`config.mk`:
```
export PLATFORM = sky130hd
export DESIGN_NAME = demux_1_to_4_32bit_buffered
export DESIGN_NICKNAME = d
export VERILOG_FILES = /design/src/rtl/demux_1_to_4_32bit_buffered.sv
export SDC_FILE = /design/constraint.sdc
export NUM_CORES = 1
export LEC_CHECK = 0
export CORE_ASPECT_RATIO = 0.6
export CORE_MARGIN = 2
export CORE_UTILIZATION = 45
export CTS_CLUSTER_DIAMETER = 150
export DETAILED_ROUTE_END_ITERATION = 8
export PLACE_DENSITY = 0.79
export SYNTH_ARGS = -nofsm -noshare
export SYNTH_HDL_FRONTEND = slang
export SYNTH_SLANG_ARGS = --single-unit
export TNS_END_PERCENT = 10
```
`constraint.sdc`:
```
create_clock -name clk -period 9.5 [get_ports clk]
set_clock_uncertainty 0.15 [all_clocks]
set_input_delay 2.375 -clock clk [delete_from_list [all_inputs] [get_ports clk]]
set_output_delay 2.375 -clock clk [all_outputs]
set_load 0.005 [all_outputs]
```
`src/rtl/demux_1_to_4_32bit_buffered.sv`:
```
// Registered 1-to-4 word demultiplexer with one-entry holding register per channel
// and independent valid/ready handshakes; counts accepted words for debug.
module demux_1_to_4_32bit_buffered #(
    parameter int unsigned WORD_LENGTH = 32,
    parameter int unsigned CNT_WIDTH   = 16
) (
    input  logic                   clk,
    input  logic                   rst,
    input  logic [WORD_LENGTH-1:0] in_data,
    input  logic [1:0]             in_sel,
    input  logic                   in_valid,
    output logic                   in_ready,
    output logic [WORD_LENGTH-1:0] out0,
    output logic [WORD_LENGTH-1:0] out1,
    output logic [WORD_LENGTH-1:0] out2,
    output logic [WORD_LENGTH-1:0] out3,
    output logic [3:0]             out_valid,
    input  logic [3:0]             out_ready,
    output logic [CNT_WIDTH-1:0]   accept_count
);

    localparam int unsigned NUM_CH = 4;

    logic [WORD_LENGTH-1:0] data_q [NUM_CH];
    logic [3:0]             valid_q;
    logic [CNT_WIDTH-1:0]   count_q;
    logic [3:0]             drain;
    logic                   acc;

    // A full channel can still take a word when its consumer drains in the same cycle.
    assign in_ready = ~rst & (~valid_q[in_sel] | out_ready[in_sel]);
    assign acc      = in_valid & in_ready;
    assign drain    = valid_q & out_ready;

    always_ff @(posedge clk or posedge rst) begin
        if (rst) begin
            valid_q <= '0;
            count_q <= '0;
            for (int i = 0; i < NUM_CH; i++) begin
                data_q[i] <= '0;
            end
        end else begin
            for (int i = 0; i < NUM_CH; i++) begin
                if (acc && (in_sel == 2'(i))) begin
                    data_q[i]  <= in_data;
                    valid_q[i] <= 1'b1;
                end else if (drain[i]) begin
                    valid_q[i] <= 1'b0;
                end
            end
            if (acc) begin
                count_q <= count_q + CNT_WIDTH'(1);
            end
        end
    end

    assign out0         = data_q[0];
    assign out1         = data_q[1];
    assign out2         = data_q[2];
    assign out3         = data_q[3];
    assign out_valid    = valid_q;
    assign accept_count = count_q;

endmodule

```
# After elaboration in Yosys (flattened, before gate mapping)

Index checks and enable logic that the tools add are counted.

Memory bits (read-only): 0
Latch bits: 0
Logic and storage cells: 41
Bits of input ports: 41
Memories: 0
RAM bits: 0
Output and inout port bits: 149
Register bits after elaboration: 148

Eq/ne operators: 3
Order comparisons: 1
Multiplexer cells: 12
Shifts and indexed selects: 0
Add/sub/neg operators: 1
Bitwise gates (word level): 6
Reductions and logical operators: 9
Multipliers: 0
Div/mod/pow operators: 0

Operators with widths:

| kind                                                                  | count |
|---|---|
| 16-bit by 1-bit adder with 16-bit output (second input constant)      | 1 |
| 1-bit two-way mux                                                     | 10 |
| 2-bit nonzero test                                                    | 4 |
| 4-bit AND                                                             | 1 |
| 1-bit binary-select mux with 2-bit select                             | 2 |
| 2-bit == test (second input constant)                                 | 2 |
| 1-bit logical AND                                                     | 4 |
| 2-bit by 3-bit < comparator with 1-bit output (second input constant) | 1 |
| 1-bit AND                                                             | 2 |
| 2-bit by 1-bit == test with 1-bit output (second input constant)      | 1 |
| 2-bit logical NOT                                                     | 1 |
| 1-bit inverter                                                        | 2 |
| 1-bit OR                                                              | 1 |

# Depth between registers and ports, before layout

Gate-level depths: netlist of run 1.

Depth after elaboration: 8
Depth in mapped cells: 5
Depth with buffers taken out: 5

# Least setup slack after synthesis of run 1

Ideal clock, no wire load.

Kind: input to output
Start: input port rst
End: output port in_ready
Stages on the path: 2
Path slack: 1.129 ns
Required time: 6.975 ns
Buffers on the path: 0
Arrival time: 5.846 ns
Cell sequence: inv_1 -> and2_1

Cells in the longest elaborated chain, start to end: 2

RTL lines:

| element            | RTL line | source |
|---|---|---|
| start: declaration | 8        | `input logic rst,` |
| 1-bit inverter     | 31       | `assign in_ready = ~rst & (~valid_q[in_sel] \| out_ready[in_sel]);` |
| 1-bit AND          | 31       |  |
| end: declaration   | 12       | `output logic in_ready,` |

Every way passes these cells.

# Final worst setup path of run 1

Start: input port in_sel[0]
End: output port in_ready

Cells in the longest elaborated chain, start to end: 5
Elaborated cells on any way between the ends: 7
Those cells by class: mux (4); bitwise (3)

RTL lines:

| element                                   | RTL line | source |
|---|---|---|
| start: declaration                        | 10       | `input logic [1:0] in_sel,` |
| 1-bit binary-select mux with 2-bit select | 31       |  |
| 1-bit two-way mux (implied by the code)   | 31       |  |
| 1-bit inverter                            | 31       |  |
| 1-bit OR *                                | 31       |  |
| 1-bit AND *                               | 31       |  |

Every way passes the cells marked *; elsewhere a longest branch is shown, timed or not. The select of a mux whose other input is x is not followed.

==> impl_metrics.csv, run 1 <==
group,metric,value,unit
outcome,run_status,"completed",
clocking,cts_buffers,17,
floorplan,initial_core_util,0.456,
sta,final.min_clock_period,6950,ps
worst_setup_path,path_class,"in -> out",
synthesis,synth_common_cells,"148 x dfrtp_1, 125 x mux2_2, 15 x xnor2_1",
clocking,post_cts.repair.setup_buffers,0,
sta,headroom_to_the_max_slew_limit,0.320,
clocking,cts.root.buffer_cell,"clkbuf_16",
synthesis,netlist.top_cell.by_area,"dfrtp_1",
synthesis,part_of_the_yosys_area_used_for_sequential_elements,0.640,
power,part_of_the_total_power_dissipated_in_sequential_elements,0.409,
clocking,cts_num_sinks,148,
detailed_routing,wl_per_cell,19.0,µm
floorplan,floorplan.die_area,13800,µm²
clocking,tritoncts,"yes",
floorplan,die_height,91.8,µm
cells_and_area,final_layout_size_suffix_gt1_frac,0.308,
synthesis,synthArstFlopShare,1.00,
synthesis,post_synth_num_cell_types,27,
sta,fin_crit_sh,0.731,
floorplan,floorplan.core_area,12700,µm²
worst_setup_path,worst_setup_path_end_kind,"output pin",
place,portBuffers,189,
synthesis,yosys.area.top_type_share,0.640,
place,routabilityCongestion,0.774,
synthesis,synth_edf_count,0,
clocking,post_cts_resized,0,
detailed_routing,drt_drc_violations_left,0,
detailed_routing,dr.pass1.iters,5,
sta,final_setup_violation_count,0,
place,detailed_place_hpwl,9260,µm
grt,grt.total_usage,0.212,
worst_setup_path,critPathLaunchType,"input port",
synthesis,syn_area_per_cell,16.2,µm²
synthesis,synthesis.nets,399,
power,vdd_ir_drop_max,0.000132,V
worst_hold_path,timing.hold.worst.class,"reg -> reg",
power,share_comb_of_total_power,0.239,
synthesis,mappedNetlistArea,5790,µm²
cells_and_area,flow.area_growth_from_synthesis,46.3,%
clocking,cts-root-to-sink-buffers,2,
synthesis,ys.flop_type,"dfrtp_1",
detailed_routing,route.vias.total,3745,
detailed_routing,antenna_violating_nets_post_route,0,
place,place_worst_setup_slack,2560,ps
grt,wire_length_of_the_first_global_routing_pass,22100,µm
cells_and_area,final_net_count,595,
sta,rsz0062_at_grt,"no",
power,switching_share,0.235,
power,power.clock.fraction,0.352,
grt,grt_overflow,0,
power,switchingPower,0.488,mW
floorplan,io_pins,190,
power,power.static_leakage,3.56,nW
sta,worst-slew-pin-transition,1020,ps
job,max_cap_check_violation_count,0,
clocking,clk_pin_slew_worst_paths,60,ps
cells_and_area,antenna_cells_inserted,0,
clocking,cts_htree_levels,4,
power,p_int,1.59,mW
worst_setup_path,arrival,4420,ps
synthesis,synthesis.yosys.warnings,0,
detailed_routing,totalWireLength,14000,µm
sta,hold-worst-slack,326,ps
grt,pin_count_of_the_biggest_net_entering_global_routing,84,
synthesis,postSynthCellCount,357,
floorplan,placementRows,32,
detailed_routing,route.detailed.vias_per_inst,5.10,
power,fin_total_pwr,2.08,mW
sta,timing.fmax,144,MHz
sta,layout_setup_ws,2550,ps
floorplan,die_x,150,µm
sta,count_of_final_hold_check_violations,0,
sta,final-max-slew-violation-count,0,
clocking,holdBufCountCts,0,
power,p_per_area,246,nW/µm²
synthesis,top_count_cell_post_synth,"dfrtp_1",
worst_setup_path,critPathRequiredTime,6980,ps
worst_setup_path,worst-path-max-fanout,16,
synthesis,synthTopCellsByArea,"dfrtp_1 64%, mux2_2 24%, xnor2_1 2.3%",
synthesis,synth.ff_latch_count,148,
detailed_routing,detailedRoute.firstIterationViolations,147,
sta,final.setup.tns,0,ps
grt,via_count_of_the_first_global_routing_pass,3917,
grt,antenna_found_initial,0,
clocking,clk_latency,400,ps
-- routing by layer --
metal	routed length, µm	vias up	share of wire	track usage
met3	1490	15	0.11	0.0856
met4	137	0	0.0098	0.0590
li1	-	1660	-	-
met1	6120	1917	0.44	0.283
met2	6240	153	0.45	0.320
met5	0	-	0	0
-- registers in the layout (all words and copies together), names as in the netlist --
signal,flops
accept_count,16
out3,32
out_valid,4
out0,32
out2,32
out1,32
-- critical path, cell delays in order --
cell	delay, ps
clkdlybuf4s50_1	610
mux4_2	750
and2_1	250
clkdlybuf4s50_1	430
-- path summary, 6_finish.rpt --
| kind | from | to | slack, ps | cells after the start |
|---|---|---|---|---|
| min in group asynchronous | rst | accept_count[15] | 2320 | 2 |
| hold reg to reg | accept_count[15] | accept_count[15] | 330 | 1 |
| setup / recovery | in_sel[0] | in_ready | 2550 | 4 |
| hold / removal | accept_count[15] | accept_count[15] | 330 | 1 |
| setup reg to reg | out_valid[2] | out2[17] | 7330 | 3 |
| max in group asynchronous | rst | out1[25] | 5410 | 3 |
-- layout by cell type, fill, tap and decap left out, drive strengths merged --
cell type | netlist | layout
nand2 | 5 | 5
o21ai | 1 | 1
and4 | 2 | 2
bufinv | 0 | 5
mux4 | 1 | 1
nor4 | 2 | 2
dfrtp | 148 | 148
nor3b | 1 | 1
clkinvlp | 0 | 1
and2b | 1 | 1
clkbuf | 0 | 20
nand4 | 9 | 9
mux2 | 129 | 129
buf | 16 | 4
nand3 | 8 | 8
ha | 1 | 1
inv | 2 | 4
clkdlybuf4s50 | 0 | 189
nor2b | 1 | 1
nand2b | 5 | 5
nor2 | 2 | 2
and3 | 4 | 4
and2 | 3 | 3
clkinv | 0 | 3
xnor2 | 15 | 15
or2 | 1 | 1
-- kinds of logic after synthesis --
group | Yosys count | synth area share
flip-flops | 148 | 0.640
XOR/XNOR | 15 | 0.0227
AND/OR/NAND/NOR | 44 | 0.0575
AO/OA/AOI/OAI | 1 | 0.000864
buffers and inverters | 18 | 0.0218
multiplexers | 130 | 0.255
adder cells (fa/ha/maj) | 1 | 0.00216
-- power groups by stage --
| stage | combinational (mW) | clock (mW) | sequential [mW] |
|---|---|---|---|
| 3_3_place_gp | 0.491 | 0 | 0.852 |
| 6_report | 0.497 | 0.731 | 0.852 |
| 5_1_grt | 0.534 | 0.779 | 0.871 |
| 3_5_place_dp | 0.501 | 0 | 0.859 |
| 2_1_floorplan | 0.151 | 0 | 0.859 |
| 4_1_cts | 0.505 | 0.746 | 0.852 |
-- layout make-up --
| type | count | area (µm²) |
|---|---|---|
| inverter | 2 | 12.5 |
| clock buffer | 20 | 457 |
| timing repair buffer | 193 | 1920 |
| multi-input combinational | 191 | 1960 |
| tap | 170 | 213 |
| fill | 900 | 4230 |
| sequential | 148 | 3700 |
| clock inverter | 11 | 198 |
-- through the flow --
step,std cells,area [µm²],util
6_report,735,8470,0.667
5_1_grt,735,8470,0.667
4_1_cts,735,8470,0.667
3_5_place_dp,704,7810,0.616
3_3_place_gp,704,7810,0.616
2_1_floorplan,357,5790,-
No activity file was read; power rests on OpenSTA's default activity.
==> inputs of run 2 (changes only) <==
--- a/config.mk
+++ b/config.mk
@@ -7,10 +7,10 @@
 export LEC_CHECK = 0
 export CORE_ASPECT_RATIO = 0.6
 export CORE_MARGIN = 2
-export CORE_UTILIZATION = 45
+export CORE_UTILIZATION = 41
 export CTS_CLUSTER_DIAMETER = 150
 export DETAILED_ROUTE_END_ITERATION = 8
-export PLACE_DENSITY = 0.79
+export PLACE_DENSITY = 0.76
 export SYNTH_ARGS = -nofsm -noshare
 export SYNTH_HDL_FRONTEND = slang
 export SYNTH_SLANG_ARGS = --single-unit
==> constraint.sdc (replaced) <==
create_clock -name clk -period 6.1 [get_ports clk]
set_clock_uncertainty 0.15 [all_clocks]
set_input_delay 1.525 -clock clk [delete_from_list [all_inputs] [get_ports clk]]
set_output_delay 1.525 -clock clk [all_outputs]
set_load 0.005 [all_outputs]
==> run 2 against run 1 <==
Effect of this change:
- routed wire length increased by 0.59%
- combinational power increased by 56%
- critical endpoint unchanged
- register-to-register slack got worse by 3500 ps
- first-iteration DRC count decreased by 1.4%
- largest cell class unchanged
==> impl_metrics.csv, run 2 (same netlist as run 1, synthesis figures left out) <==
group,metric,value,unit
clocking,post_cts.repair.setup_buffers,0,
sta,final-max-slew-violation-count,0,
detailed_routing,drt-met1-wl,6230,µm
sta,count_of_final_hold_check_violations,0,
floorplan,die_height,96.0,µm
grt,pin_count_of_the_biggest_net_entering_global_routing,149,
sta,fin_crit_sh,0.860,
floorplan,initial_core_util,0.422,
clocking,cts_num_sinks,148,
floorplan,io_pins,190,
clocking,post_cts_resized,0,
clocking,cts.root.buffer_cell,"clkbuf_16",
sta,final.setup.tns,0,ps
floorplan,placementRows,33,
sta,headroom_to_the_max_slew_limit,0.286,
cells_and_area,final_layout_size_suffix_gt1_frac,0.307,
clocking,tritoncts,"yes",
detailed_routing,route.vias.total,3722,
power,switching_share,0.254,
worst_setup_path,path_class,"in -> out",
grt,wire_length_of_the_first_global_routing_pass,21900,µm
worst_setup_path,arrival,3570,ps
grt,via_count_of_the_first_global_routing_pass,3940,
grt,antenna_found_initial,0,
clocking,cts_htree_levels,4,
sta,worst-slew-pin-transition,1070,ps
power,power.clock.fraction,0.318,
cells_and_area,flow.area_growth_from_synthesis,45.3,%
detailed_routing,detailedRoute.firstIterationViolations,145,
power,fin_total_pwr,3.08,mW
floorplan,floorplan.core_area,13700,µm²
worst_setup_path,worst-path-max-fanout,16,
cells_and_area,antenna_cells_inserted,0,
place,routabilityCongestion,0.756,
cells_and_area,highest_count_cells_in_the_layout_ignoring_fill_and_taps,"189 x clkdlybuf4s50_1, 148 x dfrtp_1, 125 x mux2_2, 17 x clkbuf_16, 15 x xnor2_1",
power,p_int,2.30,mW
cells_and_area,final_net_count,595,
sta,timing.fmax,191,MHz
sta,hold-worst-slack,323,ps
sta,final_setup_violation_count,0,
clocking,clk_pin_slew_worst_paths,60,ps
floorplan,floorplan.die_area,15100,µm²
detailed_routing,wl_met2,6600,µm
sta,rsz0062_at_grt,"no",
detailed_routing,dr.pass1.iters,4,
detailed_routing,antenna_violating_nets_post_route,0,
place,detailed_place_hpwl,9540,µm
power,vdd_ir_drop_max,0.000211,V
detailed_routing,wl_per_cell,18.6,µm
detailed_routing,drt_drc_violations_left,0,
cells_and_area,num-fill-cells,1053,
grt,grt.total_usage,0.194,
clocking,clk_latency,410,ps
power,part_of_the_total_power_dissipated_in_sequential_elements,0.430,
detailed_routing,detailroute.wirelength.met3,1150,µm
power,switchingPower,0.781,mW
job,max_cap_check_violation_count,0,
sta,final.min_clock_period,5250,ps
floorplan,die_x,157,µm
clocking,holdBufCountCts,0,
power,p_per_area,366,nW/µm²
worst_setup_path,critPathRequiredTime,4430,ps
power,share_comb_of_total_power,0.252,
cells_and_area,multi_input_comb_area,1960,µm²
cells_and_area,sequential_cell_area,3700,µm²
worst_hold_path,timing.hold.worst.class,"reg -> reg",
worst_setup_path,critPathLaunchType,"input port",
outcome,run_status,"completed",
grt,grt_overflow,0,
clocking,cts_buffers,17,
detailed_routing,highest-signal-layer,"met4",
power,power.static_leakage,3.50,nW
place,portBuffers,189,
detailed_routing,totalWireLength,14100,µm
detailed_routing,route.detailed.vias_per_inst,4.91,
clocking,cts-root-to-sink-buffers,2,
cells_and_area,leading_cell_type_in_the_layout_fill_and_taps_excluded,"clkdlybuf4s50_1",
worst_setup_path,worst_setup_path_end_kind,"output pin",
==> run 2: final cells by class <==
| cell class | instances | share of cell area |
|---|---|---|
| Sequential cell | 148 | 0.440 |
| Clock inverter | 13 | 0.0149 |
| Tap cell | 192 | 0.0286 |
| Timing Repair Buffer | 193 | 0.230 |
| Clock buffer | 19 | 0.0515 |
| Multi-Input combinational cell | 191 | 0.233 |
| Inverter | 2 | 0.00134 |
==> run 2: worst max-delay path: stages <==
cell and delay [ps]:
clkdlybuf4s50_1 610, mux4_2 750, and2_1 250, clkdlybuf4s50_1 440
==> run 2: worst paths after layout <==
| path | start | endpoint | slack [ps] | cells after the start |
|---|---|---|---|---|
| max in group asynchronous | rst | out0[8] | 3500 | 3 |
| min reg2reg | accept_count[15] | accept_count[15] | 320 | 1 |
| min in group asynchronous | rst | out3[3] | 1540 | 3 |
| max | in_sel[0] | in_ready | 850 | 4 |
| max reg2reg | out_valid[2] | out2[19] | 3860 | 3 |
| min | accept_count[15] | accept_count[15] | 320 | 1 |
==> run 2: power groups by stage <==
| stage | sequential (mW) | combinational (mW) | clock [mW] |
|---|---|---|---|
| 5_1_grt | 1.35 | 0.834 | 1.05 |
| 4_1_cts | 1.32 | 0.789 | 1.00 |
| 3_3_place_gp | 1.33 | 0.770 | 0 |
| 6_report | 1.32 | 0.775 | 0.980 |
| 3_5_place_dp | 1.34 | 0.784 | 0 |
| 2_1_floorplan | 1.34 | 0.236 | 0 |
==> run 2: layer usage <==
| layer | up-vias | global-route usage |
|---|---|---|
| met4 | 0 | 0.0614 |
| met5 | - | 0 |
| met3 | 6 | 0.0779 |
| met2 | 127 | 0.307 |
| met1 | 1925 | 0.247 |
| li1 | 1664 | - |
==> run 2: stage by stage <==
step	utilization	worst slack [ps]	instance area, µm²	cells
after floorplan	-	329	5790	357
after global placement	0.573	868	7850	726
after detailed placement	0.573	854	7850	726
after CTS	0.613	854	8410	758
after global routing	0.613	783	8410	758
final	0.613	851	8410	758
